<file path="config.mk">
export PLATFORM = sky130hd
export DESIGN_NAME = i2c_inject
export DESIGN_NICKNAME = d
export VERILOG_FILES = /design/src/rtl/i2c_inject.sv
export SDC_FILE = /design/constraint.sdc
export NUM_CORES = 1
export LEC_CHECK = 0
export ABC_AREA = 1
export ABC_CLOCK_PERIOD_IN_PS = 2500
export BUFFER_PORTS_ARGS = -buffer_cell sky130_fd_sc_hd__buf_4
export CORE_MARGIN = 5
export CORE_UTILIZATION = 55
export CTS_CLUSTER_DIAMETER = 80
export DETAILED_ROUTE_END_ITERATION = 8
export PLACE_DENSITY = 0.88
export SLEW_MARGIN = 5
export SYNTH_ARGS = -nofsm -noshare
export SYNTH_HDL_FRONTEND = slang
export SYNTH_SLANG_ARGS = --single-unit
export TNS_END_PERCENT = 5
</file>
<file path="constraint.sdc">
create_clock -name clk -period 2.5 [get_ports clk]
set_clock_uncertainty 0.2 [all_clocks]
set_input_delay 0 -clock clk [delete_from_list [all_inputs] [get_ports clk]]
set_output_delay 0 -clock clk [all_outputs]
set_load 0.05 [all_outputs]
</file>
<file path="src/rtl/i2c_inject.sv">
// i2c_inject: single-clock 3-byte I2C write initiator (addr+W, register, data) on open-drain enables
// Ports: clk; reset (async, active low); start/dev_addr/reg_addr/wr_data request a write;
// scl_in/sda_in raw bus pins; scl_oe/sda_oe pull-low enables; busy, done (1-cycle pulse), nack (sticky).
// Optional: define I2C_STRETCH_EN to honour target clock stretching in BIT/ACK phases.
module i2c_inject #(
  parameter int CLK_DIV = 125
) (
  input  logic       clk,
  input  logic       reset,
  input  logic       start,
  input  logic [6:0] dev_addr,
  input  logic [7:0] reg_addr,
  input  logic [7:0] wr_data,
  input  logic       scl_in,
  input  logic       sda_in,
  output logic       scl_oe,
  output logic       sda_oe,
  output logic       busy,
  output logic       done,
  output logic       nack
);
  typedef enum logic [2:0] {IDLE, START, BIT, ACK, STOP, DONE} state_t;
  localparam int QW = $clog2(CLK_DIV);
  localparam logic [QW-1:0] QMAX = QW'(CLK_DIV - 1);
  state_t state, ns;
  logic [QW-1:0] q;
  logic [1:0] qi, nqi, byte_i, nbyte;
  logic [2:0] bit_i, nbit;
  logic [23:0] sh, nsh;
  logic [1:0] sda_s;
  logic hold, tick;
`ifdef I2C_STRETCH_EN
  logic [1:0] scl_s;
  always_ff @(posedge clk or negedge reset)
    if (!reset) scl_s <= '0;
    else scl_s <= {scl_s[0], scl_in};
  // a target holding SCL low freezes the end of the released-clock quarter
  assign hold = (state == BIT || state == ACK) && qi == 2'd2 && !scl_s[1];
`else
  logic unused_scl;
  assign unused_scl = scl_in;
  assign hold = 1'b0;
`endif
  assign tick = q == QMAX && !hold;
  // next-state view; outputs are registered from it so they line up with the quarter they describe
  always_comb begin
    ns = state;
    nqi = qi;
    nbit = bit_i;
    nbyte = byte_i;
    nsh = sh;
    if (state == IDLE) begin
      if (start) begin
        ns = START;
        nqi = 2'd0;
        nbit = 3'd7;
        nbyte = 2'd0;
        nsh = {dev_addr, 1'b0, reg_addr, wr_data};
      end
    end else if (state == DONE) begin
      ns = IDLE;
    end else if (tick) begin
      nqi = qi + 2'd1;
      if (qi == 2'd3) begin
        ns = state == START ? BIT :
             state == BIT   ? (bit_i == 3'd0 ? ACK : BIT) :
             state == ACK   ? ((nack || byte_i == 2'd2) ? STOP : BIT) : DONE;
        // bit index wraps 0->7 by itself, so it is already 7 for the next byte
        nbit = state == BIT ? bit_i - 3'd1 : bit_i;
        nbyte = state == ACK ? byte_i + 2'd1 : byte_i;
        nsh = state == BIT ? {sh[22:0], 1'b0} : sh;
      end
    end
  end
  always_ff @(posedge clk or negedge reset) begin
    if (!reset) begin
      state <= IDLE;
      q <= '0;
      qi <= 2'd0;
      bit_i <= 3'd0;
      byte_i <= 2'd0;
      sh <= '0;
      sda_s <= 2'd0;
      scl_oe <= 1'b0;
      sda_oe <= 1'b0;
      busy <= 1'b0;
      done <= 1'b0;
      nack <= 1'b0;
    end else begin
      sda_s <= {sda_s[0], sda_in};
      state <= ns;
      qi <= nqi;
      bit_i <= nbit;
      byte_i <= nbyte;
      sh <= nsh;
      q <= (state == IDLE || state == DONE || tick) ? '0 : q == QMAX ? q : q + 1'b1;
      scl_oe <= (ns == START && nqi == 2'd3) || ((ns == BIT || ns == ACK || ns == STOP) && !nqi[1]);
      sda_oe <= (ns == START && nqi[1]) || (ns == BIT && !nsh[23]) || (ns == STOP && nqi != 2'd3);
      busy <= ns != IDLE;
      done <= ns == DONE;
      if (state == IDLE && start) nack <= 1'b0;
      else if (state == ACK && qi == 2'd2 && tick && sda_s[1]) nack <= 1'b1;
    end
  end
endmodule

</file>
==> results.md, run 1 <==
* Outcome: complete, no violations
* Max cap viols at 0
* # resized after CTS at 0
* IO Port Bufs at 31
* TritonCTS clock tree: yes
* Synthesized Nets at 305
* Sequential Power Share at 58.3%
* Top post-synthesis cells by area: dfrtp_1 50%, nand2_1 12%, inv_1 4.9%
* Worst-case vdd ir drop at 0.000407 V
* Tot GR Track Use at 22.8%
* DP HPWL at 3460 µm
* Fmax at 432 MHz
* Pre-antenna DRT Iters at 5
* Number of synthesized flops with an enable pin at 0
* Chip width at 75.8 µm
* Commonest non-fill, non-tap cells in the layout: 78 x nand2_1, 48 x dfrtp_1, 33 x buf_4
* Routed WL at 5710 µm
* Setup TNS at 0 ps
* Clk network pwr share at 34.6%
* GRT overflow at 0
* GP Congestion at 0.932
* DRT antenna net count at 0
* Area of the core at 0.00426 mm²
* Worst path cell trace: dlygate4sd3_1 > buf_4 > inv_1 > nor2_1 > dlygate4sd3_1 > o21ai_0 > dlygate4sd3_1 > nand2_1 > nand3_1 > nand3_1
* Clock H-tree levels at 2
* Crit path max-delay cell type: dlygate4sd3_1
* Routed via count at 2110
* Fin util at 70.9%
* Largest net degree at the start of global routing at 49
* Remaining DRCs at 0
* Clock-pin slew on the worst setup and hold paths at 80 ps
* Setup CP Type: input pin to register
* P_sw at 0.289 mW
* Yosys warns at 0
* Crit path largest cell delay at 570 ps
* Cell taking the most area after synthesis: dfrtp_1
* Row count at 24
* Average wire per cell in the routed design at 14.8 µm
* Slew HR at 60.6%
* Post-synthesis average cell area at 8.82 µm²
* Final Net Count at 368
* Min Clock Period, post-route at 2320 ps
* Sequential fraction of the synthesis area at 50.4%
* WP data required at 2480 ps
* Sw Share at 21.3%
* Pins Over Slew Limit at 0
* Crit-path max FO at 2
* Clk Latency, worst-skew pair at 290 ps
* Starting Density at 55.9%
* RSZ-0062 raised after global routing: no
* Hold Path Class: input pin to asynchronous set/reset pin
* Layout cell share with drive strength beyond 1 at 21.0%
* IO Pins at 33
* Top cell type's share of synthesized area at 50.4%
* Hold Buf Count CTS at 28
* Pleak at 1.51 nW
* Commonest non-fill, non-tap cell in the layout: nand2_1
* Num CTS Buffers at 5
* Flops & latches, synth at 48
* CP Buf/Inv Count at 5
* Crit path launch type: input pin
* Total chip power at 1.36 mW
* Area of the mapped netlist at 0.00238 mm²
* Clock buffer depth at 2
* # setup viols final at 0
* Die footprint at 0.00575 mm²
* Power Density at 450 mW/mm²
* DRT iter0 DRCs at 179
* Vias per cell at 5.47
* First-pass GRT wire length at 9920 µm
* Post-synth top flop: dfrtp_1
* Hold_ws at 50.6 ps
* Clock root buffer: clkbuf_8
* Vias in the first global route at 2248
* Setup ws final at 184 ps
* Critical path's top delay family: buffers and inverters
* Setup Buffers After CTS at 0
* Worst path arrival time at 2300 ps
* Fillers at 270
* Final hold vios at 0
* Combinational share of power at 7.1%
* Sink Count at 48
* Ant diodes at 0
* Pre-CTS setup slack at 455 ps
* Final worst path period share at 92.6%
* Most common cell on crit path: dlygate4sd3_1
* Die height at 75.8 µm
* Initial antenna violation count at 0
* Synth unique cells at 26
* Critical path endpoint category: register
* Pint at 1.07 mW
* Fraction of registers with async set/reset at 100%
* Area delta synth->final at 26.8%
* Worst-margin pin slew at 591 ps
* Post-Syn Instances at 270
[power groups by stage]
stage	clock, mW	sequential, mW	combinational (mW)
finish	0.471	0.793	0.0961
global route	0.504	0.794	0.106
floorplan	0	0.809	0.00839
CTS	0.474	0.792	0.0949
global placement	0	0.807	0.0599
detailed placement	0	0.808	0.0611
[layout make-up]
class	count	area [µm²]	share of cell area, %
Sequential cell	48	1200	39.8
Multi-Input combinational cell	178	983	32.5
Timing Repair Buffer	61	528	17.5
Inverter	39	154	5.09
Clock buffer	8	90.1	2.98
Tap cell	52	65.1	2.15
[state kept, by name, indices dropped and copies added, names as in the netlist]
| name | count |
|---|---|
| sda_s | 2 |
| scl_oe | 1 |
| state | 3 |
| sda_oe | 1 |
| q | 7 |
| done | 1 |
| busy | 1 |
| qi | 2 |
| bit_i | 3 |
| nack | 1 |
| sh | 24 |
| byte_i | 2 |
[worst register-to-register path, stage by stage, from the launching register on]
cell and delay, ps:
dfrtp_1 420, inv_1 80, ha_1 140, inv_1 60, nor2_4 130, nand3_2 150, nor2_4 260, inv_4 130
nand2_8 130, inv_4 100, nand2_1 90, o211ai_1 80
[per-stage QoR]
step           area (µm²)  cells
4_1_cts              3020    386
6_report             3020    386
3_3_place_gp         2650    350
5_1_grt              3020    386
2_1_floorplan        2380    270
3_5_place_dp         2650    350
[Yosys cell counts (2+ instances only)]
cell type / number
nand3_1: 12
dfrtp_1: 48
nor2_4: 6
a22oi_1: 9
o221ai_1: 2
inv_2: 5
nand4_1: 3
nand2_1: 78
buf_6: 3
inv_1: 31
buf_2: 2
nor2_1: 20
nor2_2: 2
o21ai_0: 7
nand2_2: 9
nand3_2: 3
ha_1: 7
inv_4: 3
o21ai_1: 3
o211ai_1: 8
a21oi_1: 4
[logic make-up after synthesis]
group / Yosys count / synth area share [%]
AOI/OAI and AO/OA: 35 / 10.2
buffers and inverters: 44 / 8.30
DFF: 48 / 50.4
adders and majority gates: 7 / 3.68
and+or+nand+nor: 136 / 27.4
[worst paths after layout]
kind                       slack, ps  cells past startpoint  endpoint  startpoint
max                              180                     10    sda_oe       start
min                               50                      2    sh[19]       reset
max reg2reg                      420                     11     sh[1]        q[0]
min reg2reg                      170                      0  sda_s[1]    sda_s[0]
max in group asynchronous       1650                      2     qi[0]       reset
min in group clk                 160                      2  sda_s[0]      sda_in
[routing by layer]
metal  up-vias  routed length (µm)  global-route usage, %
li1        986                   -                      -
met1      1019                2140                   27.1
met2        84                3110                   41.3
met3        21                 279                   3.96
met4         0                 174                   8.16
met5         -                   0                      0
Power figures use the tool's default switching activity.
==> run 2: changes to the inputs <==
Settings changed: CORE_UTILIZATION 55 to 50, HOLD_SLACK_MARGIN set to 0.08, PLACE_DENSITY 0.88 to 0.82.
==> run 2 against run 1 <==
  * Sequential power barely moved
  * Power rose by 8.2%
  * Clock-buffer cell count fell by 3
  * Highest routed layer unchanged
  * Register-to-register slack improved by 97 ps
  * Non-clock buffer count did not move
  * Worst setup slack improved by 330 ps
  * Via count fell by 5.3%
==> results.md, run 2 (synthesized netlist as in run 1, its figures left out) <==
* Outcome: complete, no violations
* Starting Density at 51.1%
* Routed WL at 5190 µm
* Filler-free cell count of the finished design at 388
* Clk Latency, worst-skew pair at 300 ps
* # setup viols final at 0
* Final Net Count at 368
* Num CTS Buffers at 5
* DRT antenna net count at 0
* Pre-CTS setup slack at 513 ps
* Pre-antenna DRT Iters at 4
* IO Port Bufs at 31
* Min Clock Period, post-route at 1980 ps
* Worst path arrival time at 1970 ps
* Area delta synth->final at 28.4%
* Routed via count at 1999
* Critical path startpoint: q[0]
* Worst-case vdd ir drop at 0.000465 V
* Hold Path Class: input pin to register
* Hold_sp: sda_in
* Commonest non-fill, non-tap cells in the layout: 78 x nand2_1, 48 x dfrtp_1, 33 x buf_4
* Ant diodes at 0
* Average wire per cell in the routed design at 13.4 µm
* Crit path launch type: register
* Power Density at 481 mW/mm²
* Die footprint at 0.00624 mm²
* Max cap viols at 0
* Clock root buffer: clkbuf_8
* Top reg by flops: sh
* Slew HR at 79.9%
* Sink Count at 48
* TritonCTS clock tree: yes
* Critical path endpoint category: register
* Initial antenna violation count at 0
* Fmax at 504 MHz
* Largest net degree at the start of global routing at 30
* Pins Over Slew Limit at 0
* Setup TNS at 0 ps
* DP HPWL at 3310 µm
* Top flop regs: sh: 24 flops, q: 7 flops
* Final worst path period share at 79.3%
* Area of the core at 0.00466 mm²
* First-pass GRT wire length at 8990 µm
* Commonest non-fill, non-tap cell in the layout: nand2_1
* Tot GR Track Use at 18.4%
* Final hold vios at 0
* Fillers at 339
* Clock H-tree levels at 2
* WP data required at 2490 ps
* Multi-input logic area at 983 µm²
* RSZ-0062 raised after global routing: no
* Fin util at 65.6%
* Die height at 79.0 µm
* Largest register FFs at 24
* Clock buffer depth at 2
* Chip width at 79.0 µm
* Total chip power at 1.47 mW
* # resized after CTS at 0
* IO Pins at 33
* Pleak at 1.52 nW
* Setup ws final at 517 ps
* Vias per cell at 5.15
* R2r startpoint: q[0]
* Clock-pin slew on the worst setup and hold paths at 90 ps
* GP Congestion at 0.881
* Remaining DRCs at 0
* Vias in the first global route at 1991
* Row count at 25
* Placed cells at 352
* GRT overflow at 0
* Crit-path max FO at 17
* Worst-margin pin slew at 300 ps
* Setup CP Type: register to register
* DRT iter0 DRCs at 79
* Reg area at 0.00120 mm²
* Layout cell share with drive strength beyond 1 at 21.9%
run 2: routing by layer:
layer  GRT usage [%]  part of all wire (%)
met1            23.5                    43
met2            31.0                    49
met5               0                     0
met4            6.36                   2.6
met3            3.74                   4.9
run 2: area by class of cell:
class	instances	area share, %
clock buffers	5	2.25
clock inverters	3	1.51
inverters	39	5.03
multi-input cells	178	32.1
flip-flops and latches	48	39.3
well taps	54	2.21
repair buffers	61	17.6
run 2: critical path, stage by stage, from the launching register on:
cell	delay, ps
dfrtp_1	420
inv_1	70
ha_1	130
inv_1	60
nor2_4	120
nand3_2	140
nor2_4	240
inv_4	120
nand2_8	120
inv_4	100
nand2_1	80
o211ai_1	70
run 2: timing repair:
action,4_1_cts,5_1_grt
setup buffers,0,0
hold buffers,28,0
endpoints found under the hold margin,76,0
run 2: per-stage QoR:
step	instance area (µm²)	hold WS [ps]
floorplan	2380	-496
detailed placement	2650	-147
global route	3060	164
finish	3060	152
CTS	3060	135
global placement	2650	-145
run 2: path summary, 6_finish.rpt:
path	to	slack [ps]	depth (start not counted)
hold reg to reg	sda_s[1]	160	0
max in group asynchronous	sh[7]	1210	4
min in group asynchronous	bit_i[2]	460	3
hold / removal	sda_s[0]	150	2
setup reg to reg	sh[21]	520	11
setup / recovery	sh[21]	520	11
run 2: where the power goes:
| part | total [mW] | leakage (nW) | switching (mW) | internal (mW) |
|---|---|---|---|---|
| Sequential | 0.792 | 0.529 | 0.00615 | 0.786 |
| Clock | 0.578 | 0.0548 | 0.277 | 0.302 |
| Combinational | 0.0999 | 0.940 | 0.0389 | 0.0610 |
==> run 3: changes to the inputs <==
Settings changed: ABC_CLOCK_PERIOD_IN_PS 2500 to 1900.
Clock period 2.5 ns to 1.9 ns, I/O delays scaled along.
==> run 3 against run 2 <==
  * The run now ends with setup timing left
  * Worst setup slack worse by 530 ps
  * Register-to-register slack lost 530 ps
  * First-iteration DRC count grew 33%
  * Clock power is 28% higher
  * Largest power group unchanged
==> results.md, run 3 (synthesized netlist as in run 1, its figures left out) <==
* Outcome: finished with violations
* Failing checks: setup timing
* Worst Hold End: sda_s[0]
* Routed via count at 2091
* Die height at 79.0 µm
* Max cap viols at 0
* Slew HR at 60.2%
* Chip width at 79.0 µm
* First-pass GRT wire length at 9260 µm
* Largest register FFs at 24
* Clock H-tree levels at 2
* Area of the core at 0.00466 mm²
* Sink Count at 48
* Power Density at 589 mW/mm²
* Worst-margin pin slew at 598 ps
* Setup CP Type: register to register
* Commonest non-fill, non-tap cell in the layout: nand2_1
* Num CTS Buffers at 5
* Pins Over Slew Limit at 0
* Tot GR Track Use at 19.1%
* Setup TNS at -16.9 ps
* Fmax at 522 MHz
* Reg2reg end: bit_i[0]
* Ant diodes at 0
* Min Clock Period, post-route at 1920 ps
* Hold Path Class: input pin to register
* Hold_sp: sda_in
* Die footprint at 0.00624 mm²
* Final instance area at 0.00325 mm²
* Initial antenna violation count at 0
* Largest net degree at the start of global routing at 49
* DRT antenna net count at 0
* TritonCTS clock tree: yes
* Final hold vios at 0
* IO Pins at 33
* Clock buffer depth at 2
* Hold_ws at 148 ps
* IO Port Bufs at 31
* DRT iter0 DRCs at 105
* Final worst path period share at 101%
* Starting Density at 51.1%
* Worst-case vdd ir drop at 0.000568 V
* Area delta synth->final at 36.3%
* Critical path endpoint category: register
* Average wire per cell in the routed design at 14.5 µm
* Layout cell share with drive strength beyond 1 at 29.6%
* Crit path launch type: register
* GP Congestion at 0.858
* Vias in the first global route at 2059
* Final Net Count at 379
* Fin util at 69.7%
* Commonest non-fill, non-tap cells in the layout: 69 x nand2_1, 48 x dfrtp_1, 39 x buf_4
* GRT overflow at 0
* Placed inst area at 0.00268 mm²
* R2r startpoint: q[1]
* Pre-antenna DRT Iters at 4
* Clk Latency, worst-skew pair at 310 ps
* # setup viols final at 1
* Fillers at 306
* Clock root buffer: clkbuf_8
* Routed WL at 5800 µm
* Internal reg-to-reg setup slack at -20 ps
* Clock-pin slew on the worst setup and hold paths at 90 ps
* Setup ws final at -16.9 ps
* FF-to-FF path depth at 10
* RSZ-0062 raised after global routing: yes
* Row count at 25
* Top flop regs: sh: 24 flops, q: 7 flops
* Worst path arrival time at 1920 ps
* Remaining DRCs at 0
* Crit-path max FO at 8
* Vias per cell at 5.24
* Pleak at 1.60 nW
* Hold Path Stages at 2
* DP HPWL at 3470 µm
* WP data required at 1900 ps
* Top reg by flops: sh
==> run 3: cell types whose count changed in the layout (fill, tap and decap cells not counted), moves of 3 or more <==
cell | previous run | this run
inv_2 | 5 | 8
nand2_2 | 9 | 17
nand2_1 | 78 | 69
inv_1 | 31 | 28
buf_4 | 33 | 39
==> run 3: per-stage QoR <==
| step | std cells | setup WS (ps) | total power, mW |
|---|---|---|---|
| floorplan | 270 | 162 | 1.08 |
| global placement | 355 | 89.3 | 1.14 |
| finish | 399 | -16.9 | 1.91 |
| detailed placement | 355 | 33.1 | 1.14 |
| CTS | 391 | 24.8 | 1.93 |
| global route | 399 | -163 | 2.00 |
==> run 3: timing repair <==
| action | 4_1_cts | 5_1_grt |
|---|---|---|
| gates resized for setup | 0 | 30 |
| endpoints found under the hold margin | 77 | 0 |
| hold buffers | 28 | 0 |
| endpoints found under the setup margin | 0 | 28 |
| buffers inserted | 0 | 6 |
==> run 3: how the worst max path moves through the flow <==
| stage | from | to | slack, ps |
|---|---|---|---|
| floorplan | q[0] | sh[22] | 160 |
| global placement | q[1] | sh[1] | 90 |
| detailed placement | q[1] | sh[21] | 30 |
| CTS | q[1] | sh[21] | 20 |
| global route | q[1] | bit_i[0] | -160 |
| finish | q[1] | bit_i[0] | -20 |
==> run 3: report_power, final <==
| part | switching (mW) | total (mW) | internal, mW | leakage [nW] |
|---|---|---|---|---|
| clock | 0.350 | 0.739 | 0.390 | 0.0541 |
| sequential | 0.00891 | 1.04 | 1.03 | 0.529 |
| combinational | 0.0505 | 0.129 | 0.0784 | 1.01 |
| total | 0.409 | 1.91 | 1.50 | 1.60 |
==> run 3: layout make-up <==
type	instances	area, µm²	share of cell area [%]
Clock inverter	3	42.5	1.31
Tap cell	54	67.6	2.08
Clock buffer	5	68.8	2.12
Inverter	39	164	5.05
Timing Repair inverter	2	17.5	0.539
Sequential cell	48	1200	37.0
Multi-Input combinational cell	178	1070	32.9
Timing Repair Buffer	70	616	19.0
==> run 3: critical path, cell delays in order (launching register included) <==
cell and delay [ps]:
dfrtp_1 410, inv_2 80, ha_4 120, inv_2 30
nor2_4 130, nand3_4 120, nor2_4 210, inv_4 90
nand2_8 150, o21ai_0 140, o21ai_0 130
==> run 3: routing by layer <==
metal / track usage (%) / part of all wire (%)
met1: 24.4 / 41
met2: 31.6 / 53
met3: 3.97 / 4.0
met4: 7.39 / 2.3
met5: 0 / 0
